**src/rtl/key_auto_repeat.sv**
```systemverilog
//------------------------------------------------------------------------------
// Module   : key_auto_repeat
// Purpose  : Turns debounced up/down key levels into one-cycle step pulses:
//            a press pulse, then after a hold delay a periodic repeat train.
// Revision : 1.0 - initial release
//------------------------------------------------------------------------------
`default_nettype none

module key_auto_repeat #(
    parameter int CNT_W         = 24,
    parameter int HOLD_DELAY    = 12_000_000,
    parameter int REPEAT_PERIOD = 3_000_000
) (
    input  logic clk,
    input  logic rst,
    input  logic key_up,
    input  logic key_down,
    output logic up_step,
    output logic down_step,
    output logic repeating
);

    typedef enum logic [1:0] {
        IDLE   = 2'd0,
        HOLD   = 2'd1,
        REPEAT = 2'd2,
        LOCK   = 2'd3
    } state_t;

    localparam logic [CNT_W-1:0] HOLD_LAST   = CNT_W'(HOLD_DELAY - 1);
    localparam logic [CNT_W-1:0] REPEAT_LAST = CNT_W'(REPEAT_PERIOD - 1);

    state_t           state;
    logic [CNT_W-1:0] cnt;
    logic             active_up;
    logic             act_held;
    logic             other_held;

    // Key that started the hold, and the opposing key that forces a lockout.
    assign act_held   = active_up ? key_up   : key_down;
    assign other_held = active_up ? key_down : key_up;

    always_ff @(posedge clk or negedge rst) begin
        if (!rst) begin
            state     <= IDLE;
            cnt       <= '0;
            active_up <= 1'b0;
            up_step   <= 1'b0;
            down_step <= 1'b0;
            repeating <= 1'b0;
        end else begin
            up_step   <= 1'b0;
            down_step <= 1'b0;
            case (state)
                IDLE: begin
                    cnt       <= '0;
                    repeating <= 1'b0;
                    if (key_up ^ key_down) begin
                        state     <= HOLD;
                        active_up <= key_up;
                        up_step   <= key_up;
                        down_step <= key_down;
                    end else if (key_up && key_down) begin
                        state <= LOCK;
                    end
                end
                HOLD, REPEAT: begin
                    // Release wins over lockout, and both suppress a due pulse.
                    if (!act_held) begin
                        state     <= IDLE;
                        cnt       <= '0;
                        repeating <= 1'b0;
                    end else if (other_held) begin
                        state     <= LOCK;
                        cnt       <= '0;
                        repeating <= 1'b0;
                    end else if (cnt == ((state == HOLD) ? HOLD_LAST : REPEAT_LAST)) begin
                        state     <= REPEAT;
                        cnt       <= '0;
                        repeating <= 1'b1;
                        up_step   <= active_up;
                        down_step <= !active_up;
                    end else begin
                        cnt <= cnt + CNT_W'(1);
                    end
                end
                LOCK: begin
                    cnt       <= '0;
                    repeating <= 1'b0;
                    if (!key_up && !key_down) begin
                        state <= IDLE;
                    end
                end
                default: begin
                    state     <= IDLE;
                    cnt       <= '0;
                    repeating <= 1'b0;
                end
            endcase
        end
    end

endmodule

`default_nettype wire

```
**config.mk**
```make
export PLATFORM = sky130hd
export DESIGN_NAME = key_auto_repeat
export DESIGN_NICKNAME = d
export VERILOG_FILES = /design/src/rtl/key_auto_repeat.sv
export SDC_FILE = /design/constraint.sdc
export NUM_CORES = 1
export LEC_CHECK = 0
export ABC_AREA = 1
export BUFFER_PORTS_ARGS = -buffer_cell sky130_fd_sc_hd__buf_2
export CAP_MARGIN = 20
export CORE_MARGIN = 2
export CORE_UTILIZATION = 35
export CTS_CLUSTER_SIZE = 25
export DETAILED_ROUTE_END_ITERATION = 12
export PLACE_DENSITY_LB_ADDON = 0.05
export SETUP_SLACK_MARGIN = 0.02
export SYNTH_ARGS = -nofsm -noshare
export SYNTH_HDL_FRONTEND = slang
export SYNTH_SLANG_ARGS = --single-unit
```
**constraint.sdc**
```tcl
create_clock -name clk -period 4.3 [get_ports clk]
set_clock_uncertainty 0.1 [all_clocks]
set_input_delay 1.075 -clock clk [delete_from_list [all_inputs] [get_ports clk]]
set_output_delay 1.075 -clock clk [all_outputs]
set_load 0.02 [all_outputs]
```
==> flow_metrics.tcl, run 1 <==
set metrics [dict create \
    num-fill-cells 591 \
    area_growth_syn_to_layout_pct 9.88 \
    wl_per_cell_um 12.6 \
    slew_viol_final 0 \
    timing_worst_setup_path_type "in -> reg" \
    dp_slack_ps 1880 \
    ir_drop_mv 0.204 \
    cts_hold_buf 0 \
    postCtsResizedCells 0 \
    cp-end-kind "register" \
    synth_area_leaders "dfrtp_1 (38%), nand2_1 (12%), nor2_1 (9.2%)" \
    nets 290 \
    cp-start-kind "input pin" \
    post-synth-top-area-cell "dfrtp_1" \
    finalWorstSetupSlack_ps 2210 \
    clk_latency_ps 290 \
    setup_viol 0 \
    rsz0062_at_grt "false" \
    synth.yosys.warnings 0 \
    antenna_found_initial 0 \
    ant_nets 0 \
    antenna_cells 0 \
    dieArea_sq_um 6190 \
    synth_area_sq_um 1950 \
    cts_buffer_depth 2 \
    hold_path_class "reg -> reg" \
    fp.dieH_um 78.7 \
    max-cap-violations 0 \
    grt_max_degree 31 \
    start_util_pct 35.9 \
    syn_area_per_cell_sq_um 7.33 \
    ys_types 28 \
    via_per_inst 4.60 \
    required_ps 4380 \
    dp_cells 342 \
    yosysSeqAreaShare_pct 38.5 \
    pin_count 7 \
    cts.sinks 30 \
    place_congestion 0.832 \
    drtIter0Drc 92 \
    final_common_cell "nand2_1" \
    rows 27 \
    grtUsageTotal_pct 16.3 \
    final_cell_mix "nand2_1 (61), nor2_1 (48), inv_1 (35), dfrtp_1 (30), nand3_1 (20)" \
    min_period_over_period_pct 48.6 \
    final_layout_size_suffix_gt1_share_pct 9.35 \
    cts_setup_buffers 0 \
    cts_buffers 5 \
    worstMarginPinSlew_ps 693 \
    regArea_sq_um 751 \
    crit_arrival_ps 2170 \
    status "complete, no violations" \
    chipWidth_um 78.7 \
    coreArea_sq_um 5440 \
    grt_pass1_vias 1644 \
    cts-root-buf "clkbuf_8" \
    drc 0 \
    pwr_density_cell_nw_per_um2 381 \
    synthesis.nets 279 \
    htreeDepth 2 \
    synth-seq-cells 30 \
    finalSetupTns_ps 0 \
    routed_wl_um 4400 \
    grt_overflow 0 \
    p_leak_uw 0.000944 \
    cts_tree "done" \
    drt-pass1-iter-count 4 \
    slew_headroom_pct 53.8 \
    clk_pin_slew_ps 70 \
    io_buffer_count 6 \
    instances_no_fill 350 \
    hpwl_um 3300 \
    synth_cells 266 \
    multi_input_area_sq_um 1040 \
    fmax_mhz 479 \
    finalCriticalPeriod_ps 2090 \
    synth_top_area_share_pct 38.5 \
    num_vias 1610 \
    finalHoldViolCount 0 \
    crit_fanout 24 \
    grt_pass1_wl_um 7760 \
]
==> report_power, final <==
group          internal [uW]  switching [uW]  total, uW
registers                307            20.4        327
clock network            128             114        243
logic                   80.6             167        247
==> per-stage QoR <==
step | instance area [sq um] | hold slack [ps] | utilization [%] | total power [uW]
after global placement | 2050 | 355 | 37.7 | 583
after global routing | 2140 | 374 | 39.4 | 886
after CTS | 2140 | 363 | 39.4 | 832
after floorplan | 1950 | 329 | - | 542
after detailed placement | 2050 | 352 | 37.7 | 583
final | 2140 | 360 | 39.4 | 817
==> routing by layer <==
metal  GRT usage [%]  share of wire [%]  wire length, um  vias to the layer above
li1                -                  -                -                      855
met1            21.8                 52             2290                      741
met2            26.1                 44             1950                        8
met3            3.79                2.0               87                        6
met4            5.26                1.5               65                        0
met5               0                  0                0                        -
==> worst max-delay path: stages <==
cell,delay (ps)
buf_2,100
inv_1,90
o21ai_0,290
nor2_4,110
nand2_4,260
nand2_1,110
nand2_1,70
nand2_1,40
==> final timing paths <==
path	start	to	slack (ps)	cells past startpoint
max	key_up	state[0]	2210	8
min	cnt[0]	cnt[0]	360	1
max reg2reg	state[0]	state[0]	2330	11
min reg2reg	cnt[0]	cnt[0]	360	1
max in group asynchronous	rst	cnt[11]	2930	1
min in group asynchronous	rst	cnt[22]	730	1
==> flip-flops by register name, summed over array words and instances (netlist names) <==
signal and cells:
active_up 1, cnt 24, down_step 1, repeating 1, state 2, up_step 1
==> kinds of logic (layout without fill, tap and decap cells) <==
| kind of cell | after synthesis | after routing | synth area share (%) |
|---|---|---|---|
| xor+xnor | 12 | 12 | 5.39 |
| compound gates | 16 | 16 | 4.43 |
| mux | 1 | 1 | 0.513 |
| buf+inv | 39 | 51 | 8.27 |
| simple gates | 159 | 159 | 37.1 |
| flops | 30 | 30 | 38.5 |
| fa+ha+maj | 9 | 9 | 5.77 |
==> layout make-up <==
cell class                 count  share of cell area, %
sequential                    30                   35.0
multi-input combinational    197                   48.5
tap                           72                   4.20
inverter                      37                   6.48
timing repair buffer           6                   1.40
clock buffer                   6                   3.85
clock inverter                 2                  0.584
==> cell usage after synthesis <==
cell       n
inv_2      2
o21ai_0    5
a31oi_1    1
a21boi_1   1
nand4_1    3
and2_1     1
nor2_1    48
nand3_1   20
nand3_4    1
nand2_1   61
nor3b_1    1
ha_1       9
buf_6      2
nand3_2    1
nor2_4     4
inv_1     35
nand3b_1   2
xor2_1    10
nand2_2    2
dfrtp_1   30
o21ai_1    1
mux2i_1    1
nor3_1    13
nand2_4    1
a21oi_1    7
a22oi_1    1
xnor2_1    2
nor2_2     1
Power figures use the tool's default switching activity.
==> run 2, diff against run 1 <==
clock period = 2 ns   (was 4.3 ns; I/O delays follow)
==> run 2 against run 1 <==
  * Cell area rose by 3.5%
  * Register-to-register slack got worse by 2100 ps
  * Final cell count rose by 1.7%
  * Die area did not move
  * Sequential power rose by 110%
  * Sequential share of layout area fell by 1.2 points
  * Count of clock-buffer cells in the layout rose by 1
  * Via count rose by 3.5%
  * Combinational power rose by 140%
  * Utilization rose by 1.4 points
  * Flip-flop and latch count did not move
  * Largest cell class unchanged
==> flow_metrics.tcl, run 2 (synthesized netlist as in run 1, its figures left out) <==
set metrics [dict create \
    status "complete, no violations" \
    slew_headroom_pct 77.3 \
    crit_arrival_ps 1900 \
    drt-pass1-iter-count 4 \
    cp-start-kind "register" \
    grt_pass1_wl_um 8100 \
    crit_chain "inv_1 -> ha_1 -> inv_2 -> a21oi_1 -> nor2_4 -> nand3_4 -> nand2_8 -> buf_12 -> nor3_1" \
    postCtsResizedCells 0 \
    hpwl_um 3470 \
    p_leak_uw 0.000987 \
    finalWorstSetupSlack_ps 200 \
    required_ps 2100 \
    drtIter0Drc 78 \
    wl_per_cell_um 12.6 \
    rsz0062_at_grt "true" \
    grt_pass1_vias 1764 \
    pin_count 7 \
    fmax_mhz 556 \
    fp.dieH_um 78.7 \
    grt_max_degree 31 \
    ir_drop_mv 0.425 \
    ant_nets 0 \
    start_util_pct 35.9 \
    max-cap-violations 0 \
    final_layout_size_suffix_gt1_share_pct 10.9 \
    pwr_density_cell_nw_per_um2 818 \
    nets 296 \
    slowest_stage "dfrtp_1" \
    place_congestion 0.832 \
    num_vias 1667 \
    grt_overflow 0 \
    finalSetupTns_ps 0 \
    cts-root-buf "clkbuf_8" \
    instances_no_fill 356 \
    clk_pin_slew_ps 70 \
    grtUsageTotal_pct 16.9 \
    antenna_cells 0 \
    final_cell_mix "nand2_1 (61), nor2_1 (48), inv_1 (35), dfrtp_1 (30), nand3_1 (20)" \
    cts_setup_buffers 0 \
    final_common_cell "nand2_1" \
    cp-end-kind "register" \
    dieArea_sq_um 6190 \
    routed_wl_um 4490 \
    htreeDepth 2 \
    via_per_inst 4.68 \
    hold_path_class "in -> async" \
    cts_tree "done" \
    dp_slack_ps 153 \
    reg.largest.list "cnt x24, state x2" \
    finalCriticalPeriod_ps 1800 \
    regMostFlops "cnt" \
    largest_reg_flops 24 \
    area_growth_syn_to_layout_pct 13.7 \
    cts.sinks 30 \
    cts_buffers 5 \
    cp_num_buf_inv 3 \
    min_period_over_period_pct 90.0 \
    drc 0 \
    setup_viol 0 \
    clk_latency_ps 280 \
    dp_cells 348 \
    antenna_found_initial 0 \
    worstMarginPinSlew_ps 338 \
    finalHoldViolCount 0 \
    slew_viol_final 0 \
    cts_buffer_depth 2 \
    final_core_util_pct 40.8 \
    slowest_delay_ps 390 \
    rows 27 \
    crit_family "simple AND/OR/NAND/NOR gates" \
    coreArea_sq_um 5440 \
    io_buffer_count 6 \
    timing_worst_setup_path_type "reg -> reg" \
    chipWidth_um 78.7 \
    crit_fanout 13 \
    cts_hold_buf 0 \
]
==> run 2: stage by stage <==
step | hold WS, ps | total power, uW | cell area [sq um]
floorplan | 104 | 1160 | 1950
global placement | 347 | 1300 | 2120
detailed placement | 347 | 1300 | 2120
CTS | 59.9 | 1830 | 2210
global route | 80.0 | 1960 | 2220
finish | 56.2 | 1810 | 2220
==> run 2: final cells by class <==
| cell class | count | area (sq um) |
|---|---|---|
| well taps | 72 | 90.1 |
| clock buffers | 7 | 86.3 |
| fillers | 567 | 3220 |
| repair buffers | 12 | 100 |
| inverters | 37 | 139 |
| multi-input cells | 197 | 1050 |
| clock inverters | 1 | 5.00 |
| flip-flops and latches | 30 | 751 |
==> run 2: worst paths after layout <==
check | start | endpoint | slack, ps | cells after the start
max reg2reg | state[1] | cnt[2] | 200 | 9
min reg2reg | cnt[0] | cnt[0] | 360 | 1
max | state[1] | cnt[2] | 200 | 9
min in group clk | cnt[0] | cnt[0] | 360 | 1
min | rst | cnt[8] | 60 | 2
max in group asynchronous | rst | state[0] | 1580 | 2
==> run 2: power breakdown <==
group          total [uW]  leakage, uW  switching (uW)  internal [uW]
logic                 591     0.000527             366            225
clock network         523    0.0000482             245            278
registers             702     0.000412            42.3            659
total                1810     0.000987             653           1160
==> run 2: worst register-to-register path, delay by kind of cell, from the launching register on <==
kind                     cells  cell delay [ps]
AND/OR/NAND/NOR              4              420
AO/OA/AOI/OAI                1              230
adder cells (fa/ha/maj)      1              240
flip-flops                   1              390
buffers and inverters        3              340
==> run 2: layer usage <==
layer	routed length (um)	global-route usage (%)
met4	89	7.02
met5	0	0
met2	2080	27.2
met3	126	4.02
met1	2200	21.8
==> run 3, diff against run 2 <==
RECOVER_POWER = 100   (was not set)
==> run 3 against run 2 <==
  * Count of clock-buffer cells in the layout did not move
  * Sequential share of layout area grew 0.41 points
  * Via count decreased by 0.42%
  * Die area stayed put
  * Critical path depth unchanged
  * Largest power group unchanged
==> flow_metrics.tcl, run 3 (synthesized netlist as in run 1, its figures left out) <==
set metrics [dict create \
    crit_arrival_ps 1890 \
    cts_buffers 5 \
    finalSetupTns_ps 0 \
    crit_fanout 13 \
    max-cap-violations 0 \
    routed_wl_um 4500 \
    pin_count 7 \
    reg.largest.list "cnt x24, state x2" \
    slew_viol_final 0 \
    cp_num_buf_inv 1 \
    status "complete, no violations" \
    min_period_over_period_pct 90.7 \
    grt_overflow 0 \
    num_vias 1660 \
    nets 296 \
    htreeDepth 2 \
    start_util_pct 35.9 \
    timing_worst_setup_path_type "reg -> reg" \
    regMostFlops "cnt" \
    grt_pass1_vias 1764 \
    antenna_cells 0 \
    slew_headroom_pct 48.1 \
    cts-root-buf "clkbuf_8" \
    largest_reg_flops 24 \
    coreArea_sq_um 5440 \
    p_leak_uw 0.000968 \
    drt-pass1-iter-count 4 \
    fmax_mhz 551 \
    crit_family "simple AND/OR/NAND/NOR gates" \
    area_growth_syn_to_layout_pct 12.4 \
    place_congestion 0.832 \
    grt_max_degree 31 \
    dieArea_sq_um 6190 \
    cp-end-kind "register" \
    final_cell_mix "nand2_1 (61), nor2_1 (48), inv_1 (35), dfrtp_1 (30), nand3_1 (20)" \
    grtUsageTotal_pct 16.9 \
    slowest_delay_ps 370 \
    via_per_inst 4.66 \
    design_power_total_uw 1810 \
    fp.dieH_um 78.7 \
    chipWidth_um 78.7 \
    setup_viol 0 \
    ant_nets 0 \
    cp-start-kind "register" \
    worstMarginPinSlew_ps 778 \
    final_layout_size_suffix_gt1_share_pct 9.86 \
    cts_setup_buffers 0 \
    hpwl_um 3470 \
    slowest_stage "dfrtp_1" \
    cts_buffer_depth 2 \
    required_ps 2080 \
    hold_path_class "in -> async" \
    antenna_found_initial 0 \
    clk_pin_slew_ps 70 \
    cts.sinks 30 \
    wl_per_cell_um 12.6 \
    crit_chain "ha_1 -> nand3_2 -> nor2_2 -> nand2_2 -> nor2_4 -> nand3_4 -> nand2_8 -> buf_12 -> nor2_1" \
    clk_latency_ps 290 \
    finalCriticalPeriod_ps 1810 \
    finalHoldViolCount 0 \
    io_buffer_count 6 \
    pwr_density_cell_nw_per_um2 828 \
    drc 0 \
    final_common_cell "nand2_1" \
    drtIter0Drc 105 \
    finalWorstSetupSlack_ps 185 \
    rsz0062_at_grt "true" \
    dp_slack_ps 153 \
    cts_tree "done" \
    num-fill-cells 570 \
    ir_drop_mv 0.426 \
    grt_pass1_wl_um 8100 \
    rows 27 \
]
## run 3: per-stage QoR
stage / util, % / area (sq um) / hold WS (ps) / std cells
floorplan: - / 1950 / 104 / 266
global placement: 38.9 / 2120 / 347 / 348
detailed placement: 38.9 / 2120 / 347 / 348
CTS: 40.6 / 2210 / 59.9 / 356
global route: 40.3 / 2190 / 360 / 356
finish: 40.3 / 2190 / 259 / 356
## run 3: routing by layer
metal | track usage (%) | share of wire, %
met1 | 21.8 | 49
met2 | 27.2 | 46
met5 | 0 | 0
met4 | 7.02 | 2.0
met3 | 4.02 | 2.9
## run 3: cell type report
cell class,count,area (sq um),share of cell area (%)
flip-flops and latches,30,751,34.2
clock buffers,7,86.3,3.94
repair buffers,12,78.8,3.60
multi-input cells,197,1040,47.5
well taps,72,90.1,4.11
clock inverters,1,5.00,0.228
inverters,37,139,6.34
## run 3: worst reg2reg max path, stage by stage (launching register included)
cell	delay [ps]
dfrtp_1	370
ha_1	210
nand3_2	130
nor2_2	240
nand2_2	100
nor2_4	100
nand3_4	120
nand2_8	140
buf_12	140
nor2_1	50
## run 3: power breakdown
| group | switching [uW] | total, uW | internal (uW) |
|---|---|---|---|
| Combinational | 366 | 585 | 219 |
| Sequential | 42.3 | 702 | 659 |
| Clock | 250 | 527 | 278 |
## run 3: repair_timing
action                                 CTS  global route
hold buffers                             0             0
endpoints found under the hold margin    0             0
setup endpoints to repair                0            14
gates resized for setup                  0             1
## run 3: path summary, 6_finish.rpt
| kind | to | cells past startpoint | startpoint | slack, ps |
|---|---|---|---|---|
| setup / recovery | cnt[6] | 9 | cnt[0] | 190 |
| hold / removal | cnt[8] | 2 | rst | 260 |
| setup reg to reg | cnt[6] | 9 | cnt[0] | 190 |
| hold reg to reg | cnt[0] | 1 | cnt[0] | 360 |
| max in group asynchronous | state[0] | 2 | rst | 1050 |
| min in group clk | cnt[0] | 1 | cnt[0] | 360 |
